## src/rtl/mips32_fetch_queue.sv

```systemverilog
// Instruction-fetch front end: issues word fetches, buffers returned words with their next-PC
// in a small FIFO, and hands them to ID over valid/ready. A redirect flushes everything in flight.
module mips32_fetch_queue #(
  parameter int unsigned DEPTH    = 4,
  parameter int unsigned AW       = 10,
  parameter logic [31:0] RESET_PC = 32'h0
) (
  input  logic                         clk1,
  input  logic                         rst_n,
  output logic                         imem_req,
  output logic [AW-1:0]                imem_addr,
  input  logic [31:0]                  imem_rdata,
  input  logic                         redirect,
  input  logic [31:0]                  redirect_pc,
  input  logic                         halt,
  output logic                         id_valid,
  output logic [31:0]                  id_ir,
  output logic [31:0]                  id_npc,
  input  logic                         id_ready,
  output logic [$clog2(DEPTH+1)-1:0]   occupancy
);

  localparam int unsigned CW = $clog2(DEPTH + 1);
  localparam int unsigned PW = (DEPTH > 1) ? $clog2(DEPTH) : 1;

  logic [31:0]   pc_q;
  logic          inflight_q;
  logic [31:0]   inflight_pc_q;
  logic [CW-1:0] count_q, count_d;
  logic [PW-1:0] rptr_q, wptr_q;
  logic [31:0]   ir_mem_q  [DEPTH];
  logic [31:0]   npc_mem_q [DEPTH];
  logic          push, pop;

  function automatic logic [PW-1:0] ptr_inc(input logic [PW-1:0] p);
    return (p == PW'(DEPTH - 1)) ? '0 : p + PW'(1);
  endfunction

  // Credit check counts the in-flight word so a response always has a free slot.
  assign imem_req  = rst_n & ~redirect & ~halt &
                     ((32'(count_q) + 32'(inflight_q)) < DEPTH);
  assign imem_addr = pc_q[AW-1:0];

  assign id_valid  = (count_q != '0);
  assign push      = inflight_q & ~redirect;
  assign pop       = id_valid & id_ready & ~redirect;

  assign id_ir     = id_valid ? ir_mem_q[rptr_q]  : '0;
  assign id_npc    = id_valid ? npc_mem_q[rptr_q] : '0;
  assign occupancy = count_q;

  always_comb begin
    count_d = count_q;
    if (push && !pop) begin
      count_d = count_q + CW'(1);
    end else if (pop && !push) begin
      count_d = count_q - CW'(1);
    end
  end

  always_ff @(posedge clk1 or negedge rst_n) begin
    if (!rst_n) begin
      pc_q          <= RESET_PC;
      inflight_q    <= 1'b0;
      inflight_pc_q <= '0;
      count_q       <= '0;
      rptr_q        <= '0;
      wptr_q        <= '0;
    end else if (redirect) begin
      pc_q       <= redirect_pc;
      inflight_q <= 1'b0;
      count_q    <= '0;
      rptr_q     <= '0;
      wptr_q     <= '0;
    end else begin
      inflight_q <= imem_req;
      if (imem_req) begin
        pc_q          <= pc_q + 32'd1;
        inflight_pc_q <= pc_q;
      end
      count_q <= count_d;
      if (push) begin
        wptr_q <= ptr_inc(wptr_q);
      end
      if (pop) begin
        rptr_q <= ptr_inc(rptr_q);
      end
    end
  end

  always_ff @(posedge clk1 or negedge rst_n) begin
    if (!rst_n) begin
      for (int unsigned i = 0; i < DEPTH; i++) begin
        ir_mem_q[i]  <= '0;
        npc_mem_q[i] <= '0;
      end
    end else if (push) begin
      ir_mem_q[wptr_q]  <= imem_rdata;
      npc_mem_q[wptr_q] <= inflight_pc_q + 32'd1;
    end
  end

endmodule

```

## config.mk

```make
export PLATFORM = sky130hd
export DESIGN_NAME = mips32_fetch_queue
export DESIGN_NICKNAME = d
export VERILOG_FILES = /design/src/rtl/mips32_fetch_queue.sv
export SDC_FILE = /design/constraint.sdc
export NUM_CORES = 1
export LEC_CHECK = 0
export BUFFER_PORTS_ARGS = -buffer_cell sky130_fd_sc_hd__buf_2
export CORE_MARGIN = 5
export CORE_UTILIZATION = 54
export DETAILED_ROUTE_END_ITERATION = 6
export PLACE_DENSITY = 0.77
export SYNTH_ARGS = -nofsm -noshare
export SYNTH_HDL_FRONTEND = slang
export SYNTH_SLANG_ARGS = --single-unit
```

## constraint.sdc

```tcl
create_clock -name clk1 -period 2.45 [get_ports clk1]
set_clock_uncertainty 0.1 [all_clocks]
set_input_delay 0.49 -clock clk1 [delete_from_list [all_inputs] [get_ports clk1]]
set_output_delay 0.49 -clock clk1 [all_outputs]
set_load 0.02 [all_outputs]
```

Word level (Yosys, flattened, before mapping)
Cells that the tools add are included.
{"block": "op_classes", "addsub": 7, "order_cmp": 4, "eq_ne": 2, "mux": 24, "n_bitwise": 10, "reduce_logical": 11}
{"operator": "$mux 32", "n": 9}
{"operator": "$bwmux 128", "n": 2}
{"operator": "$bmux 32 s2", "n": 2}
{"operator": "$add 32x1->32 const B", "n": 2}
{"operator": "$demux 32 s2", "n": 1}
{"operator": "$mux 2", "n": 6}
{"operator": "$mux 3", "n": 3}
{"operator": "$and 1x1->1", "n": 6}
{"operator": "$ge 3x3->1 const B", "n": 2}
{"operator": "$not 2->3", "n": 2}
{"operator": "$reduce_bool 2->1", "n": 3}
{"operator": "$reduce_bool 3->1", "n": 2}
{"operator": "$add 2x1->2 const B", "n": 2}
{"operator": "$add 3x1->4", "n": 1}
{"operator": "$eq 2x2->1 const B", "n": 2}
{"operator": "$lt 4x3->1 const B", "n": 1}
{"operator": "$add 3x1->3 const B", "n": 1}
{"operator": "$logic_and 1x1->1", "n": 3}
{"operator": "$lt 3x1->1 const B", "n": 1}
{"operator": "$sub 3x1->3 const B", "n": 1}
{"operator": "$logic_not 1->1", "n": 2}
{"operator": "$not 1->1", "n": 2}
{"operator": "$reduce_and 2->1", "n": 1}
{"operator": "$mux 1", "n": 1}
{"block": "word_totals", "regBits": 328, "in_bits": 69, "out_inout_bits": 79, "word_cells": 72}

Longest topological paths before layout
Gate-level depths: netlist (run 1).
{"block": "logic_depth", "word_depth": 7, "depth_mapped": 9, "mapped_depth_nobuf": 8}

Least setup slack after synthesis (run 1)
No wires, ideal clock.
{"block": "synth_path", "path_kind": "input to output", "from": "input redirect", "to": "output imem_req", "t_arrival_ps": 1943, "required_ps": 1860, "path_slack_ps": -83, "path_stages": 7, "path_buffers": 4, "cell_sequence": "buf_6 > or4b_1 > or2_1 > buf_6 > clkinv_4 > buf_4 > buf_2"}
{"block": "synth_via", "elab_chain_cells": 4}
{"element": "start, declared", "line": "13", "text": "input logic redirect,"}
{"element": "$not 1->1 (no line)"}
{"element": "$and 1x1->1 (3 in series)", "line": "40", "text": "assign imem_req = rst_n & ~redirect & ~halt &"}
{"element": "end, declared", "line": "10", "text": "output logic imem_req,"}
No other way between the ends.

Final worst setup path (run 1)
{"block": "layout_path", "from": "register rptr_q[0]", "to": "output id_ir[6]"}
{"block": "layout_via", "elab_chain_cells": 5}
{"element": "start, declared", "line": "30", "text": "logic [PW-1:0] rptr_q, wptr_q;"}
{"element": "start signal, assigned", "line": "86", "text": "rptr_q <= ptr_inc(rptr_q);"}
{"element": "$not 2->3 (not written as such)", "line": "48", "text": "assign id_ir = id_valid ? ir_mem_q[rptr_q] : '0;"}
{"element": "$bmux 32 s2", "line": "48"}
{"element": "$mux 32 (not written as such) (2 in series)", "line": "48"}
{"element": "$mux 32", "line": "48"}
{"element": "end, declared", "line": "17", "text": "output logic [31:0] id_ir,"}
No other way between the ends. The select of a mux whose other input is x is not followed.

==> qor.txt, run 1 <==
Global routing's busiest layer - met2
CP max FO - 7
Final WL - 37.5 mm
Post-synth EDFFs - 0
Root Buffer - clkbuf_16
Diode count - 0
Final WS setup - -0.312 ns
Fin area - 19000 sq um
XOR/XNOR share of the synthesized area - 1.82%
Full die area - 32000 sq um
Final Critical Period - 2.76 ns
Vias/cell - 5.82
Pre-CTS WS - -0.0303 ns
DP Area - 16900 sq um
Site Rows - 61
Core ar. - 27900 sq um
DR pass1 iterations - 5
Peak supply drop - 0.000574 V
Post-synthesis register bit count - 328
DRC Markers - 0
PD cells - 993 nW/um^2
H-tree Lvls - 2
P_sw - 5.76 mW
Status - finished, violations left
CTS tree - yes
Clock transition at path regs - 0.06 ns
Num CTS Buffers - 36
Logic pwr share - 31.7%
HPWL after DPL - 23.9 mm
Worst Setup Path Type - reg -> out
DR vias - 11131
RSZ-0062 raised after global routing - true
Final antenna-violating net count - 0
Final hold vios - 6
Mapped Nets - 1421
Final hold slack - -0.0259 ns
Iteration-0 DRC Markers - 751
Final Slew Violations - 0
Final Net Count - 1585
Post-synthesis mux area share - 19.3%
Largest family of logic cells by synthesized area - multiplexers
Largest net degree at the start of global routing - 130
Worst min path class - in -> async
GR Layer Usage met2 - 39.7%
GR Overflow Total - 0
Sw Share - 30.6%
Clock buffer depth - 3
Crit end category - output port
GRT Overall Usage - 23.4%
Number of clock sinks - 328
Clock latency on the worst-skew pair - 0.51 ns
Avg Inst Size Synth - 11.5 sq um
Synth Area in Adders - 0.699%
Met3 Usage GRT - 3.18%
Vias in the first global route - 11561
Placed Cells incl. Taps - 1833
Internal - 13.1 mW
Simple-Gate Fraction of Synth Area - 13.9%
Final period util - 113%
Starting Density - 55.1%
Layout Area Growth over Synthesis - 23.1%
Setup violations, final - 65
Routed WL per cell - 19.6 um
Failing checks - negative hold slack, negative setup slack
Initial antenna violation count - 0
Max cap viols - 0
CP Data Arrival Time - 2.17 ns
Critical Path Source Type - flop
YS warnings - 0
Mapped Area - 15400 sq um
Met1 Resource Use GR - 32.6%
Fill cells - 1985
Clk pwr share - 31.1%
Port Buffers - 147
Die Y-Extent - 179 um
Worst-Margin Slew - 0.805 ns
Share of cells above drive strength 1 - 35.8%
Mapped Cells - 1344
Slew HR - 46.3%
FMAX - 362 MHz
# IOs - 148
Synth Area in Compound Gates - 7.72%
Leak - 8.76 nW
Layout Cells excl Fill - 1913
CP required - 1.86 ns
Top FF cell, synth - dfrtp_1
Post-synthesis sequential area ratio - 53.3%
Placer Congestion - 0.859
Sequential Power Share - 37.2%
Die X - 179 um
First-pass GRT wire length - 60.4 mm
Asr flop ratio synth - 100%
Distinct cell type count of the synthesized netlist - 53
layout make-up:
| class | instances | area [sq um] | share of cell area [%] |
|---|---|---|---|
| clock inverter | 17 | 249 | 1.31 |
| tap | 378 | 473 | 2.49 |
| timing repair buffer | 222 | 2040 | 10.8 |
| clock buffer | 48 | 1060 | 5.58 |
| multi-input combinational | 904 | 6850 | 36.1 |
| inverter | 16 | 72.6 | 0.383 |
| sequential | 328 | 8210 | 43.3 |
worst max-delay path, cell delays in order (launching register included):
cell	delay, ns
dfrtp_4	0.47
buf_12	0.18
clkbuf_16	0.19
mux4_2	0.50
and2_4	0.18
buf_6	0.12
placed cells by master (no fill, tap or decap), drive strengths merged, types with 5 or more instances in the layout:
cell type / instances
dfrtp: 328
nand2: 265
buf: 217
o21ai: 153
mux2: 133
and2: 72
mux4: 64
clkbuf: 53
nand3: 27
xnor2: 25
nor2: 25
nor3: 17
inv: 17
nand4: 16
o311ai: 12
nor4: 12
o211ai: 11
clkinv: 9
and3: 8
xor2: 7
a31oi: 7
ha: 7
a21oi: 6
bufinv: 6
and4: 5
a221o: 5
logic make-up (layout without fill, tap and decap cells):
group	after synthesis	after routing
XOR/XNOR	32	32
AND/OR/NAND/NOR	457	457
buffers and inverters	112	303
adder cells (fa/ha/maj)	8	8
AO/OA/AOI/OAI	207	207
multiplexers	200	200
flip-flops	328	328
path summary, 6_finish.rpt:
kind | startpoint | end | slack [ns] | cells after the start
max | rptr_q[0]$_DFFE_PN0P_ | id_ir[6] | -0.31 | 5
min | rst_n | ir_mem_q[78]$_DFFE_PN0P_ | -0.03 | 2
max reg2reg | occupancy[2]$_DFFE_PN0P_ | pc_q[16]$_DFFE_PN0P_ | 0.10 | 9
min reg2reg | npc_mem_q[20]$_DFFE_PN0P_ | npc_mem_q[20]$_DFFE_PN0P_ | 0.37 | 2
max in group asynchronous | rst_n | ir_mem_q[44]$_DFFE_PN0P_ | 0.97 | 3
min in group clk1 | redirect_pc[29] | pc_q[29]$_DFFE_PN0P_ | 0.09 | 3
sequential cells by signal, summed over array words and instances (netlist names):
name           cells
ir_mem_q         128
npc_mem_q        128
inflight_pc_q     32
pc_q              32
occupancy          3
rptr_q             2
wptr_q             2
inflight_q         1
per-stage QoR:
stage	util (%)	total power [mW]	TNS [ns]
floorplan	-	10.1	-0.00303
global placement	60.5	11.6	0
detailed placement	60.5	11.8	-0.0706
CTS	65.8	18.0	-16.02
global route	67.9	19.7	-19.14
finish	67.9	18.8	-16.78
what timing repair did:
item	4_1_cts	5_1_grt
pin swaps	2	25
endpoints found under the hold margin	0	0
gates resized for setup	24	147
gates cloned	1	6
setup buffers	6	2
hold buffers	0	0
setup endpoints to repair	66	65
cell usage after synthesis (3+ instances only):
library cell | count | area share, %
and2_1 | 72 | 2.9
o211ai_1 | 11 | 0.54
nand2_1 | 265 | 6.5
ha_1 | 7 | 0.57
o21ai_0 | 144 | 4.7
xor2_1 | 7 | 0.40
nand4_1 | 15 | 0.61
and4_1 | 5 | 0.28
xnor2_1 | 25 | 1.4
mux2_2 | 133 | 9.7
a21oi_1 | 6 | 0.20
buf_6 | 3 | 0.22
o311ai_1 | 12 | 0.68
buf_4 | 11 | 0.54
and3_1 | 8 | 0.33
nor2_1 | 24 | 0.59
a221o_1 | 5 | 0.33
nor4_1 | 10 | 0.41
mux4_2 | 64 | 9.4
nand3_1 | 25 | 0.81
dfrtp_1 | 328 | 53
buf_2 | 14 | 0.46
clkbuf_1 | 59 | 1.4
o21ai_1 | 9 | 0.29
a31oi_1 | 7 | 0.28
inv_1 | 14 | 0.34
mux2i_1 | 3 | 0.20
buf_1 | 9 | 0.22
nor3_1 | 17 | 0.55
nor3b_1 | 3 | 0.15
or3_1 | 3 | 0.12
metal layers:
layer	share of wire, %	vias to the layer above
met3	5.2	58
met5	0	-
met1	43	5651
li1	-	5086
met2	50	336
met4	2.0	0
power by group through the flow:
| stage | sequential (mW) | combinational (mW) | clock (mW) |
|---|---|---|---|
| 2_1_floorplan | 6.86 | 3.25 | 0 |
| 3_3_place_gp | 7.03 | 4.60 | 0 |
| 3_5_place_dp | 7.09 | 4.72 | 0 |
| 4_1_cts | 6.98 | 5.05 | 5.95 |
| 5_1_grt | 7.13 | 6.41 | 6.18 |
| 6_report | 7.01 | 5.96 | 5.86 |
Note: power is estimated with default switching activity, not from simulation.
==> inputs of run 2 (changes only) <==
Settings changed: BUFFER_PORTS_ARGS -buffer_cell sky130_fd_sc_hd__buf_2 to default, CORE_UTILIZATION 54 to 58, DONT_BUFFER_PORTS from default to 1, PLACE_DENSITY 0.77 to 0.76.
==> qor.txt, run 2 (synthesis results as in run 1) <==
Peak supply drop - 0.000716 V (+25%)
Final hold vios - 328 (+322)
Flop2flop setup slack - 0.17 ns (+0.07 ns)
P_sw - 5.26 mW (-8.5%)
DR vias - 10496 (-5.7%)
Final WS setup - -0.145 ns (+0.167 ns)
Final WL - 35.0 mm (-6.6%)
Worst R2R Path Depth - 5 (-4)
Logic pwr share - 28.7% (-3.0 points)
Die X - 173 um (-3.3%)
Core ar. - 26100 sq um (-6.4%)
Worst r2r src - inflight_pc_q[17]$_DFFE_PN0P_
CP Data Arrival Time - 2.00 ns (-0.17 ns)
Critical Path Source Type - flop
Starting Density - 58.9% (+3.8 points)
Status - finished, violations left
Vias/cell - 6.11 (+5.1%)
Commonest non-fill, non-tap cell in the layout - dfrtp_1
Sw Share - 30.6% (about the same)
Share of cells above drive strength 1 - 29.0% (-6.8 points)
Final antenna-violating net count - 0 (unchanged)
Clock buffer depth - 3 (unchanged)
Setup violations, final - 63 (-3.1%)
PD cells - 976 nW/um^2 (-1.8%)
Top cell by count, worst path - buf_4
Leak - 7.96 nW (-9.1%)
First-pass GRT wire length - 57.7 mm (-4.5%)
Area occupied by multi-input gates - 6890 sq um (+0.51%)
Fill cells - 1866 (-6.0%)
Crit end category - output port
RSZ-0062 raised after global routing - true
Sum Neg Setup Slack - -6.43 ns (+10.35 ns)
Register area - 8210 sq um (about the same)
Failing checks - negative hold slack, negative setup slack
Final Slew Violations - 0 (unchanged)
FMAX - 385 MHz (+6.5%)
Diode count - 0 (unchanged)
Worst-path cell chain - buf_4, buf_4, mux4_2, and2_4
DR pass1 iterations - 5 (unchanged)
Placed Cells incl. Taps - 1639 (-11%)
Clock transition at path regs - 0.06 ns (about the same)
Hold-fix buffers at CTS - 4 (+4)
Layout Area Growth over Synthesis - 14.6%
CP required - 1.86 ns (about the same)
CP max FO - 4 (-3)
Largest net degree at the start of global routing - 330 (+150%)
Number of clock sinks - 328 (unchanged)
GRT Overall Usage - 23.5% (+0.038 points)
CTS tree - yes
Worst-Margin Slew - 1.10 ns (+0.290 ns)
Routed WL per cell - 20.4 um (+4.1%)
Final core occ - 67.5% (-0.32 points)
Final Critical Period - 2.59 ns (-0.167 ns)
# IOs - 148 (unchanged)
Top Registers - ir_mem_q x128, npc_mem_q x128
DP Area - 16000 sq um (-5.1%)
H-tree Lvls - 2 (unchanged)
R2R Path End - npc_mem_q[56]$_DFFE_PN0P_
Vias in the first global route - 10622 (-8.1%)
Port Buffers - 0 (-100%)
Internal - 12.0 mW (-8.5%)
Placer Congestion - 0.836 (-2.7%)
Largest stage delay on the critical path - 0.50 ns (about the same)
Crit-path slowest cell - dfrtp_4
Die Y-Extent - 173 um (-3.3%)
Final period util - 106% (-6.8 points)
Worst Setup Path Type - reg -> out
Most frequent cells in the layout - dfrtp_1 (326), nand2_1 (261), o21ai_0 (144), mux2_2 (133)
Max cap viols - 0 (unchanged)
Fin area - 17700 sq um (-6.9%)
Initial antenna violation count - 0 (unchanged)
Final Net Count - 1436 (-9.4%)
GR Overflow Total - 0 (unchanged)
Final hold slack - -0.414 ns (-0.388 ns)
Layout Cells excl Fill - 1717 (-10%)
Clock latency on the worst-skew pair - 0.50 ns (about the same)
DRC Markers - 0 (unchanged)
Slew HR - 26.9% (-19 points)
Sequential Power Share - 40.5% (+3.3 points)
Root Buffer - clkbuf_16
Iteration-0 DRC Markers - 832 (+11%)
Worst min path class - in -> async
HPWL after DPL - 22.0 mm (-8.1%)
Site Rows - 59 (-3.3%)
Full die area - 29900 sq um (-6.5%)
Num CTS Buffers - 35 (-2.8%)
Clk pwr share - 30.8% (-0.3 points)
run 2: changes by cell type in the layout (fill, tap and decap cells not counted), moves of 3 or more:
cell	before	now
and2_1	22	8
and2_4	50	64
buf_16	4	1
buf_2	95	0
buf_6	52	1
bufinv_16	6	2
clkbuf_1	2	7
clkbuf_16	42	38
clkinv_2	7	4
dlygate4sd3_1	0	4
inv_6	3	0
run 2: critical path, delay by kind of cell, from the launching register on:
family                 cells  cell delay [ns]
multiplexers               1             0.46
flip-flops                 1             0.50
AND/OR/NAND/NOR            1             0.21
buffers and inverters      2             0.33
run 2: layout make-up:
cell class              count  area share (%)
flip-flops and latches    328            46.5
multi-input cells         904            39.0
clock buffers              53            6.10
repair buffers             74            5.11
well taps                 335            2.37
clock inverters             7           0.503
inverters                  16           0.369
run 2: repair_timing:
item / in CTS / in global routing
pin swaps: 2 / 0
resized for setup: 104 / 38
buffers inserted: 11 / 1
cloned: 4 / 1
setup endpoints to repair: 65 / 64
endpoints found under the hold margin: 339 / 328
run 2: power by group through the flow:
stage	Sequential, mW	Clock (mW)	Combinational (mW)
after floorplan	6.86	0	3.25
after global placement	7.01	0	4.05
after detailed placement	7.07	0	4.14
after CTS	6.96	5.41	4.90
after global routing	7.09	5.64	5.31
final	6.97	5.30	4.95
run 2: routing by layer:
metal  wire [um]  share of wire, %  global-route usage (%)  up-vias
met5           0                 0                       0        -
met4         764               2.2                    6.65        0
met3        2300               6.6                    5.79       55
met2       16800                48                    37.2      329
met1       15100                43                    32.8     5333
li1            -                 -                       -     4779
run 2: metrics by stage:
stage / worst slack (ns) / power [mW]
global route: -0.197 / 18.0
CTS: -0.227 / 17.3
detailed placement: 0.100 / 11.2
floorplan: -0.00303 / 10.1
global placement: 0.0880 / 11.1
finish: -0.145 / 17.2
run 2: how the worst max path moves through the flow:
stage / from / to / depth (start not counted)
global route: rptr_q[0]$_DFFE_PN0P_ / id_npc[9] / 4
floorplan: redirect / imem_req / 7
finish: rptr_q[0]$_DFFE_PN0P_ / id_npc[4] / 4
CTS: rptr_q[0]$_DFFE_PN0P_ / id_ir[0] / 5
global placement: rst_n / pc_q[22]$_DFFE_PN0P_ / 7
detailed placement: rst_n / pc_q[24]$_DFFE_PN0P_ / 6
